## config.mk

```make
export PLATFORM = sky130hd
export DESIGN_NAME = mem_fill_writer
export DESIGN_NICKNAME = d
export VERILOG_FILES = /design/src/rtl/mem_fill_writer_pkg.sv /design/src/rtl/mem_fill_writer_ram_8x8.sv /design/src/rtl/mem_fill_writer.sv
export SDC_FILE = /design/constraint.sdc
export NUM_CORES = 1
export LEC_CHECK = 0
export BUFFER_PORTS_ARGS = -buffer_cell sky130_fd_sc_hd__buf_4
export CAP_MARGIN = 0
export CORE_ASPECT_RATIO = 1.4
export CORE_MARGIN = 5
export CORE_UTILIZATION = 61
export CTS_BUF_LIST = sky130_fd_sc_hd__clkbuf_8
export DETAILED_ROUTE_END_ITERATION = 8
export PLACE_DENSITY = 0.77
export REMOVE_ABC_BUFFERS = 1
export SYNTH_ARGS = -nofsm -noshare
export SYNTH_HDL_FRONTEND = slang
export SYNTH_SLANG_ARGS = --single-unit
```

## constraint.sdc

```tcl
create_clock -name clk -period 2.3 [get_ports clk]
set_input_delay 0.345 -clock clk [delete_from_list [all_inputs] [get_ports clk]]
set_output_delay 0.345 -clock clk [all_outputs]
set_load 0.02 [all_outputs]
```

## src/rtl/mem_fill_writer_pkg.sv

```systemverilog
`default_nettype none
// ============================================================================
// Module   : mem_pkg
// Brief    : Shared constants, FSM state encoding and length saturation for
//            the memory fill writer.
// Revision : 1.0
// ============================================================================
package mem_pkg;

    localparam int DATA_W = 8;
    localparam int ADDR_W = 3;
    localparam int DEPTH  = 8;

    typedef enum logic [1:0] {
        IDLE  = 2'd0,
        WRITE = 2'd1,
        DONE  = 2'd2
    } state_t;

    // A burst can never usefully write more words than the memory holds.
    function automatic logic [ADDR_W:0] sat_len(input logic [ADDR_W:0] len);
        logic [ADDR_W:0] c_depth_l;
        c_depth_l = (ADDR_W + 1)'(DEPTH);
        if (len > c_depth_l) begin
            return c_depth_l;
        end
        return len;
    endfunction

endpackage : mem_pkg
`default_nettype wire

```

## src/rtl/mem_fill_writer_ram_8x8.sv

```systemverilog
`default_nettype none
// ============================================================================
// Module   : ram_8x8
// Brief    : Small synchronous RAM, one write port and one registered read
//            port, cleared on reset, read-before-write on address collision.
// Revision : 1.0
// ============================================================================
module ram_8x8 #(
    parameter int DATA_W = 8,
    parameter int ADDR_W = 3,
    parameter int DEPTH  = 8
) (
    input  logic              clk,
    input  logic              rst,
    input  logic              i_we,
    input  logic [ADDR_W-1:0] i_wr_addr,
    input  logic [DATA_W-1:0] i_wr_data,
    input  logic              i_rd,
    input  logic [ADDR_W-1:0] i_rd_addr,
    output logic [DATA_W-1:0] o_rd_data
);

    logic [DATA_W-1:0] r_mem [DEPTH];
    logic [DATA_W-1:0] r_rd_data;

    // Both ports sample the array before this edge's write takes effect,
    // so a same-address read returns the old word.
    always_ff @(posedge clk) begin
        if (rst) begin
            for (int i = 0; i < DEPTH; i++) begin
                r_mem[i] <= '0;
            end
            r_rd_data <= '0;
        end else begin
            if (i_rd) begin
                r_rd_data <= r_mem[i_rd_addr];
            end
            if (i_we) begin
                r_mem[i_wr_addr] <= i_wr_data;
            end
        end
    end

    assign o_rd_data = r_rd_data;

endmodule : ram_8x8
`default_nettype wire

```

## src/rtl/mem_fill_writer.sv

```systemverilog
`default_nettype none
// ============================================================================
// Module   : mem_fill_writer
// Brief    : Streams a valid/ready byte burst into an 8x8 RAM from a base
//            address with wrapping auto-increment; exposes a registered read.
// Revision : 1.0
// ============================================================================
module mem_fill_writer
    import mem_pkg::*;
#(
    parameter int DATA_W = 8,
    parameter int ADDR_W = 3,
    parameter int DEPTH  = 8
) (
    input  logic              clk,
    input  logic              rst,
    input  logic              start,
    input  logic [ADDR_W-1:0] base_addr,
    input  logic [ADDR_W:0]   len,
    input  logic              in_valid,
    input  logic [DATA_W-1:0] in_data,
    output logic              in_ready,
    output logic              busy,
    output logic              done,
    output logic              err,
    input  logic              rd,
    input  logic [ADDR_W-1:0] add,
    output logic [DATA_W-1:0] data_out
);

    state_t            r_state;
    logic [ADDR_W-1:0] r_wr_ptr;
    logic [ADDR_W:0]   r_remaining;
    logic              r_err;
    logic              w_xfer;

    assign in_ready = (r_state == WRITE);
    assign busy     = (r_state == WRITE);
    assign done     = (r_state == DONE);
    assign err      = r_err;
    assign w_xfer   = in_valid && in_ready;

    always_ff @(posedge clk) begin
        if (rst) begin
            r_state     <= IDLE;
            r_wr_ptr    <= '0;
            r_remaining <= '0;
            r_err       <= 1'b0;
        end else begin
            // A start that arrives mid-burst is dropped but remembered.
            if (start && (r_state != IDLE)) begin
                r_err <= 1'b1;
            end

            case (r_state)
                IDLE: begin
                    if (start) begin
                        r_wr_ptr    <= base_addr;
                        r_remaining <= sat_len(len);
                        r_state     <= (len == '0) ? DONE : WRITE;
                    end
                end
                WRITE: begin
                    if (w_xfer) begin
                        r_wr_ptr    <= r_wr_ptr + 1'b1;
                        r_remaining <= r_remaining - 1'b1;
                        if (r_remaining == (ADDR_W + 1)'(1)) begin
                            r_state <= DONE;
                        end
                    end
                end
                DONE: begin
                    r_state <= IDLE;
                end
                default: begin
                    r_state <= IDLE;
                end
            endcase
        end
    end

    ram_8x8 #(
        .DATA_W (DATA_W),
        .ADDR_W (ADDR_W),
        .DEPTH  (DEPTH)
    ) u_ram (
        .clk       (clk),
        .rst       (rst),
        .i_we      (w_xfer),
        .i_wr_addr (r_wr_ptr),
        .i_wr_data (in_data),
        .i_rd      (rd),
        .i_rd_addr (add),
        .o_rd_data (data_out)
    );

endmodule : mem_fill_writer
`default_nettype wire

```

==> results of run 1 <==
==> final cells by class <==
| type | instances | area, um^2 |
|---|---|---|
| Clock buffer | 9 | 124 |
| Clock inverter | 7 | 56.3 |
| Fill cell | 472 | 1880 |
| Inverter | 5 | 18.8 |
| Multi-Input combinational cell | 208 | 1480 |
| Sequential cell | 82 | 2280 |
| Tap cell | 72 | 90.1 |
| Timing Repair Buffer | 38 | 285 |
==> cells by family (layout without fill, tap and decap cells) <==
| kind of cell | after synthesis | after routing | synth area share [%] |
|---|---|---|---|
| and+or+nand+nor | 126 | 126 | 18.8 |
| DFF | 82 | 82 | 58.8 |
| AOI/OAI and AO/OA | 46 | 46 | 9.25 |
| muxes | 33 | 33 | 9.05 |
| buffers and inverters | 20 | 59 | 3.19 |
| adders and majority gates | 3 | 3 | 0.967 |
==> stage by stage <==
step / utilization, % / hold WS, ns / power [uW] / cell area [um^2]
2_1_floorplan: - / 0.410 / 1940 / 3780
3_3_place_gp: 66.9 / 0.448 / 2110 / 4150
3_5_place_dp: 66.9 / 0.451 / 2120 / 4150
4_1_cts: 69.8 / 0.212 / 3060 / 4330
5_1_grt: 69.8 / 0.223 / 3160 / 4330
6_report: 69.8 / 0.231 / 3050 / 4330
==> flip-flops by register name, summed over array words and instances, names as in the netlist <==
name,count
r_remaining,4
u_ram.r_mem,64
r_wr_ptr,3
u_ram.o_rd_data,8
r_state,2
err,1
==> worst paths after layout <==
check | end | start | slack [ns]
setup / recovery | u_ram.r_mem[0][2] | r_state[0] | 0.35
hold / removal | err | rst | 0.23
setup reg to reg | u_ram.r_mem[0][2] | r_state[0] | 0.35
hold reg to reg | err | err | 0.46
==> critical path, delay by kind of cell (launching register included) <==
family        cells  cell delay (ns)
simple gates      4             1.18
flops             1             0.48
==> layer usage <==
metal	up-vias	GRT usage (%)	share of wire [%]
met2	71	32.2	51
li1	1193	-	-
met1	1168	24.0	40
met4	0	11.3	3.7
met5	-	0	0
met3	18	4.51	5.3
==> synth_stat cells (all sizes together), types with 6 or more instances <==
master | number | area, um^2
nor2 | 24 | 97.6
or2 | 8 | 50.1
a211oi | 9 | 97.6
nand2 | 7 | 26.3
a21oi | 7 | 35.0
nand2b | 7 | 43.8
dfxtp | 18 | 360
buf | 10 | 85.1
and2 | 64 | 400
o22ai | 6 | 37.5
mux2 | 17 | 191
edfxtp | 64 | 1920
a221o | 6 | 60.1
mux2i | 16 | 160
==> power groups by stage <==
stage / Clock, uW / Sequential [uW] / Combinational (uW)
3_5_place_dp: 0 / 1750 / 370
3_3_place_gp: 0 / 1740 / 366
5_1_grt: 1040 / 1720 / 404
6_report: 963 / 1710 / 369
4_1_cts: 977 / 1710 / 371
2_1_floorplan: 0 / 1750 / 198
==> metrics.yaml, run 1 <==
setup_tns_ns: 0
layout_common_cells: "64 x and2_1, 64 x edfxtp_1, 38 x buf_4"
area_delta_synth_final_pct: 11.6
place.gp.congestion: 0.801
async_flop_share_pct: 0
grt_pass1_vias: 2440
cp_max_fo: 10
rsz0062_at_grt: "false"
vias: 2450
path_clk_slew_ns: 0.08
comb_power_share_pct: 12.1
placedCellCount: 405
portBuffers: 34
chipHeight_um: 104
yosysSeqAreaShare_pct: 58.8
min_path_cells: 2
ys.flop_type: "edfxtp_1"
grt.overflow.total: 0
postSynthAreaPerCell_um2: 12.5
synth-seq-cells: 82
slowest_stage: "or4_4"
grt_max_degree: 33
cp_data_arrival_time_ns: 1.99
cts_max_level: 3
worst_slew_pin_slew_ns: 0.559
min_period_ns: 1.95
fin_crit_sh_pct: 84.7
cts-root-buf: "clkbuf_8"
required_ns: 2.34
globalRouteTotalUtil_pct: 19.9
path_cells: "nand2_1 -> or4_4 -> nor3_4 -> or2_2"
numCtsBuffers: 9
hpwlAfterDp_um: 5600
p_leak_uw: 0.00172
p_seq_share_pct: 56.3
synth-edff-count: 64
clkSinkCount: 82
fin_skew_ns: 0.00816
intPower_uw: 2310
vdd_drop_max_mv: 0.445
critPathKind: "flop to flop"
swShare_pct: 24.1
antenna_found_initial: 0
vias_per_cell: 5.82
totalWireLength_um: 7700
clock_path_buffers: 2
p_per_area_nw_per_um2: 703
synth_area_um2: 3880
cap_viol_max_count: 0
ios: 35
antenna_left: 0
outcome: "completed"
yosysWarnings: 0
drc_errors: 0
holdBufCountCts: 0
hold_class: "primary input to flop"
wl_per_cell_um: 18.3
finalHoldViolCount: 0
rows: 34
max_freq_mhz: 513
die_x_um: 77.4
nets: 370
design.core.area_um2: 6210
drive_above_1_share_pct: 24.9
insertion_delay_ns: 0.34
die-area_um2: 8080
setup_viol: 0
setup_slack_ns: 0.352
place_ws_ns: 0.362
dr.pass1.iters: 4
worstSetupStartpointType: "flop"
diodes: 0
postCtsSetupBuffers: 0
final_cells: 421
cts_resized: 0
relSlewSlack_pct: 62.6
grt_pass1_wl_um: 12300
r2r_cells: 4
yosys.cell_types.count: 40
initial_utilization_pct: 62.5
endpoint_kind: "flop"
cts_tree: "built"
slowest_delay_ns: 0.50
clkPwrFrac_pct: 31.6
slew_viol_final: 0
p_switching_uw: 734
drtIter0Drc: 205
syn_inst: 310
Note: power is estimated with default switching activity, not from simulation.
==> run 2, diff against run 1 <==
- clock period: 2.3 -> 1.8 ns (I/O delays scaled with it)
==> run 2 against run 1 <==
  * Wire length is 2.5% higher
  * Maximum frequency is 21% higher
  * Total power is 39% higher
  * Worst hold slack worse by 0.083 ns
  * First-iteration DRC count is 12% lower
  * Clock skew is 0.0036 ns lower
  * Global-route usage is 0.87 points higher
  * Final cell count is 2.6% higher
  * Combinational power is 34% higher
==> metrics.yaml, run 2 (synthesis gave the netlist of run 1 again) <==
outcome: "completed"
cts_resized: 0  # unchanged
cp_data_arrival_time_ns: 1.66  # -0.33 ns
top_register: "u_ram.r_mem"
min_path_cells: 2  # unchanged
die_x_um: 77.4  # unchanged
r2r_slack_ns: 0.18  # -0.17 ns
drive_above_1_share_pct: 27.5  # +2.6 points
final_cells: 432  # +2.6%
wl_per_cell_um: 18.3  # about the same
rr_endpoint: "u_ram.r_mem[6][1]"
fin_skew_ns: 0.00457  # -0.00358 ns
worstSetupStartpointType: "flop"
endpoint_kind: "flop"
clkSinkCount: 82  # unchanged
design.core.area_um2: 6210  # unchanged
dr.pass1.iters: 4  # unchanged
relSlewSlack_pct: 65.1  # +2.5 points
chipHeight_um: 104  # unchanged
antenna_found_initial: 0  # unchanged
largest_reg_flops: 64  # unchanged
holdPathEnd: "r_state[0]"
cts_max_level: 3  # unchanged
p_leak_uw: 0.00180  # +4.5%
path_cells: "or4_4 -> nor2_2 -> or2_2"
grt_pass1_vias: 2549  # +4.5%
place.gp.congestion: 0.792  # -1.2%
drtIter0Drc: 180  # -12%
die-area_um2: 8080  # unchanged
slowest_stage: "or4_4"
hold_class: "primary input to flop"
min_period_ns: 1.62  # -0.332 ns
worst_slew_pin_slew_ns: 0.521  # -0.0383 ns
fin_util_pct: 72.3  # +2.5 points
area_delta_synth_final_pct: 15.7
critPathKind: "flop to flop"
drc_errors: 0  # unchanged
setup_tns_ns: 0  # unchanged
nFillCells: 437  # -7.4%
grt_pass1_wl_um: 12700  # +3.2%
insertion_delay_ns: 0.35  # about the same
holdBufCountCts: 0  # unchanged
setup_viol: 0  # unchanged
cp_max_fo: 8  # -2
hold_path_startpoint: "rst"
slew_viol_final: 0  # unchanged
worstReg2RegStart: "r_wr_ptr[0]"
required_ns: 1.85  # -0.49 ns
hpwlAfterDp_um: 5770  # +3.0%
rsz0062_at_grt: "false"
fin_crit_sh_pct: 89.8  # +5.1 points
placedCellCount: 416  # +2.7%
path_clk_slew_ns: 0.07  # about the same
rows: 34  # unchanged
numCtsBuffers: 9  # unchanged
max_freq_mhz: 619  # +21%
r2r_cells: 3  # -1
antenna_left: 0  # unchanged
layout_common_cells: "64 x and2_1, 64 x edfxtp_1, 48 x buf_4"
ios: 35  # unchanged
grt_max_degree: 24  # -27%
cts_tree: "built"
grt.overflow.total: 0  # unchanged
clock_path_buffers: 2  # unchanged
portBuffers: 34  # unchanged
postCtsSetupBuffers: 0  # unchanged
nets: 381  # +3.0%
cts-root-buf: "clkbuf_8"
slowest_delay_ns: 0.58  # +0.08 ns
globalRouteTotalUtil_pct: 20.7  # +0.87 points
diodes: 0  # unchanged
vdd_drop_max_mv: 0.642  # +44%
vias_per_cell: 5.76  # -1.0%
vias: 2488  # +1.6%
totalWireLength_um: 7900  # +2.5%
cap_viol_max_count: 0  # unchanged
initial_utilization_pct: 62.5  # unchanged
p_per_area_nw_per_um2: 945  # +34%
finalHoldViolCount: 0  # unchanged
-- run 2: cell type report --
cell class                      instances  area (um^2)  area share [%]
Clock buffer                           10          138            3.06
Clock inverter                          6          105            2.34
Inverter                                5         18.8           0.418
Multi-Input combinational cell        208         1480            32.9
Sequential cell                        82         2280            50.8
Tap cell                               72         90.1            2.01
Timing Repair Buffer                   49          380            8.47
-- run 2: how the worst max path moves through the flow --
stage                        endpoint  slack (ns)  cells after the start        start
finish              u_ram.r_mem[6][1]        0.18                      3  r_wr_ptr[0]
global route        u_ram.r_mem[0][7]        0.11                      3  r_wr_ptr[0]
CTS                              busy        0.18                      4   r_state[1]
detailed placement  u_ram.r_mem[6][0]        0.15                      4          rst
global placement    u_ram.r_mem[0][7]        0.17                      4          rst
floorplan           u_ram.r_mem[2][0]        0.07                      4   r_state[0]
-- run 2: layer usage --
| metal | up-vias | part of all wire (%) | routed length, um | GRT usage [%] |
|---|---|---|---|---|
| li1 | 1218 | - | - | - |
| met1 | 1194 | 42 | 3290 | 24.5 |
| met2 | 60 | 51 | 4000 | 34.6 |
| met3 | 16 | 4.6 | 365 | 6.07 |
| met4 | 0 | 3.1 | 244 | 8.97 |
| met5 | - | 0 | 0 | 0 |
-- run 2: stage by stage --
step           setup slack (ns)  area [um^2]  total power [uW]  hold WS [ns]
2_1_floorplan            0.0713         3780              2490         0.335
6_report                  0.184         4490              4240         0.148
3_5_place_dp              0.150         4250              2720         0.481
5_1_grt                   0.108         4490              4400         0.139
3_3_place_gp              0.172         4250              2710         0.470
4_1_cts                   0.177         4490              4280         0.129
-- run 2: power breakdown --
group          internal [uW]  leakage, uW  switching (uW)  total, uW
logic                    217     0.000865             276        493
clock network            949     0.000121             620       1570
registers               2130     0.000810            52.9       2180
total                   3290      0.00180             949       4240
-- run 2: worst max-delay path, delay by kind of cell, from the launching register on --
family	cells	cell delay, ns
AND/OR/NAND/NOR	3	0.96
flip-flops	1	0.35
==> run 3, diff against run 2 <==
- ABC_AREA: unset -> 1
- CORE_UTILIZATION: 61 -> 62
- PLACE_DENSITY: 0.77 -> 0.78
==> run 3 against run 2 <==
  * Sequential share of layout area fell by 0.93 points
  * Worst setup slack got worse by 0.046 ns
  * Total power fell by 2.9%
  * Worst hold slack got worse by 0.027 ns
  * Combinational power rose by 20%
  * Register-to-register slack got worse by 0.05 ns
  * Clock-buffer cell count fell by 1
  * Sequential power barely moved
  * Largest cell class unchanged
  * Die area rose by 2.1%
==> metrics.yaml, run 3 <==
outcome: "completed"
rows: 34  # unchanged
slowest_stage: "dfxtp_1"
yosysWarnings: 0  # unchanged
clock_path_buffers: 2  # unchanged
numCtsBuffers: 9  # unchanged
setup_viol: 0  # unchanged
vias_per_cell: 5.50  # -4.5%
hold_class: "primary input to flop"
ys.flop_type: "edfxtp_1"
cp_data_arrival_time_ns: 1.69  # +0.03 ns
ios: 35  # unchanged
postSynthAreaPerCell_um2: 8.55  # -32%
path_cells: "inv_2 -> nor2_8 -> nand3_4 -> nor2_8 -> nand2_4 -> nand2_1"
synth_area_leaders: "edfxtp_1 48%, nand2_1 9.1%, dfxtp_1 8.9%, inv_1 7.9%, nand3_1 6.9%"
antenna_left: 0  # unchanged
fin_skew_ns: 0.00989  # +0.00532 ns
p_total_uw: 4120  # -2.9%
hpwlAfterDp_um: 6470  # +12%
top_register: "u_ram.r_mem"
design.core.area_um2: 6300  # +1.4%
grt_max_degree: 28  # +17%
drive_above_1_share_pct: 15.0  # -13 points
largest_reg_flops: 64  # unchanged
vdd_drop_max_mv: 0.610  # -5.0%
drc_errors: 0  # unchanged
cts_tree: "built"
chipHeight_um: 106  # +1.1%
worst_slew_pin_slew_ns: 0.456  # -0.0649 ns
relSlewSlack_pct: 69.6  # +4.4 points
wl_per_cell_um: 15.1  # -18%
min_period_ns: 1.66  # +0.0460 ns
synth_top_area_share_pct: 47.5  # -1.9 points
dr.pass1.iters: 6  # +2
yosys.cell_types.count: 23  # -43%
rsz0062_at_grt: "false"
area_delta_synth_final_pct: 13.2
synth_area_um2: 4040  # +4.1%
setup_slack_ns: 0.138  # -0.0460 ns
hold_slack_ns: 0.122  # -0.0265 ns
crit_family: "simple AND/OR/NAND/NOR gates"
p_leak_uw: 0.00224  # +25%
synth-edff-count: 64  # unchanged
hold_path_startpoint: "rst"
grt_pass1_wl_um: 14600  # +15%
setup_tns_ns: 0  # unchanged
cts_max_level: 3  # unchanged
worstSetupStartpointType: "flop"
yosysTopAreaCell: "edfxtp_1"
worstReg2RegStart: "r_state[0]"
slowest_delay_ns: 0.42  # -0.16 ns
required_ns: 1.82  # -0.03 ns
diodes: 0  # unchanged
p_per_area_nw_per_um2: 900  # -4.7%
drtIter0Drc: 350  # +94%
place_ws_ns: 0.147  # -0.00351 ns
crit_start: "r_state[0]"
globalRouteTotalUtil_pct: 23.2  # +2.5 points
vias: 3227  # +30%
yosysMostFrequentCell: "nand2_1"
portBuffers: 34  # unchanged
initial_utilization_pct: 64.2  # +1.7 points
cts_resized: 0  # unchanged
die_x_um: 78.2  # +1.0%
place.gp.congestion: 0.863  # +8.9%
max_freq_mhz: 602  # -2.8%
syn_inst: 473  # +53%
layout_common_cells: "98 x nand2_1, 86 x inv_1, 73 x nor2_1"
synth-seq-cells: 82  # unchanged
insertion_delay_ns: 0.35  # about the same
holdBufCountCts: 0  # unchanged
endpoint_kind: "flop"
path_buf_inv: 1  # +1
clkSinkCount: 82  # unchanged
final_common_cell: "nand2_1"
fin_crit_sh_pct: 92.3  # +2.6 points
cap_viol_max_count: 0  # unchanged
cts-root-buf: "clkbuf_8"
grt_pass1_vias: 3089  # +21%
nets: 536  # +41%
nFillCells: 476  # +8.9%
antenna_found_initial: 0  # unchanged
postCtsSetupBuffers: 0  # unchanged
critPathKind: "flop to flop"
slew_viol_final: 0  # unchanged
finalHoldViolCount: 0  # unchanged
yosysSeqAreaShare_pct: 56.5  # -2.3 points
die-area_um2: 8260  # +2.1%
async_flop_share_pct: 0  # unchanged
path_clk_slew_ns: 0.09  # +0.02 ns
cp_common_cell: "nor2_8"
cp_max_fo: 9  # +1
synthTopCellsByCount: "98 x nand2_1, 85 x inv_1, 73 x nor2_1"
totalWireLength_um: 8840  # +12%
grt.overflow.total: 0  # unchanged
==> run 3: cell types whose count changed after synthesis, sizes merged, moves of 17 or more <==
cell / change
and2: -64
nand3: +55
mux2: -17
inv: +86
nor2: +52
nand2: +101
==> run 3: cell type report <==
type                    instances  area, um^2  share of cell area (%)
well taps                      72        90.1                    1.97
repair buffers                 42         315                    6.89
clock buffers                   9         124                    2.71
clock inverters                 7        77.6                    1.70
inverters                      92         345                    7.55
multi-input cells             283        1340                    29.3
flip-flops and latches         82        2280                    49.9
==> run 3: worst paths after layout <==
check | endpoint | slack, ns | depth (start not counted)
worst max-delay path | u_ram.r_mem[5][2] | 0.14 | 6
worst min-delay path | err | 0.12 | 2
worst max register to register | u_ram.r_mem[5][2] | 0.14 | 6
worst min register to register | err | 0.48 | 2
==> run 3: kinds of logic (layout without fill, tap and decap cells) <==
family | count (synthesis) | in the layout | synth area share [%]
adder cells (fa/ha/maj) | 3 | 3 | 0.929
buffers and inverters | 108 | 150 | 10.4
AO/OA/AOI/OAI | 37 | 37 | 4.64
flip-flops | 82 | 82 | 56.5
AND/OR/NAND/NOR | 243 | 243 | 27.6
==> run 3: stage by stage <==
step                utilization (%)  instances  instance area (um^2)
global placement               69.5        571                  4370
detailed placement             69.5        571                  4370
floorplan                         -        457                  3970
CTS                            72.7        587                  4580
finish                         72.7        587                  4580
global route                   72.7        587                  4580
==> run 3: per-layer routing <==
layer	up-vias	wire length (um)	GRT usage, %
met5	-	0	0
met3	25	609	5.12
met2	139	4510	39.9
met4	0	335	12.0
met1	1500	3390	27.1
li1	1563	-	-
==> run 3: where the power goes <==
part | switching [uW] | leakage [uW] | internal (uW)
combinational | 392 | 0.00133 | 199
sequential | 56.7 | 0.000810 | 2130
clock | 685 | 0.0000992 | 652
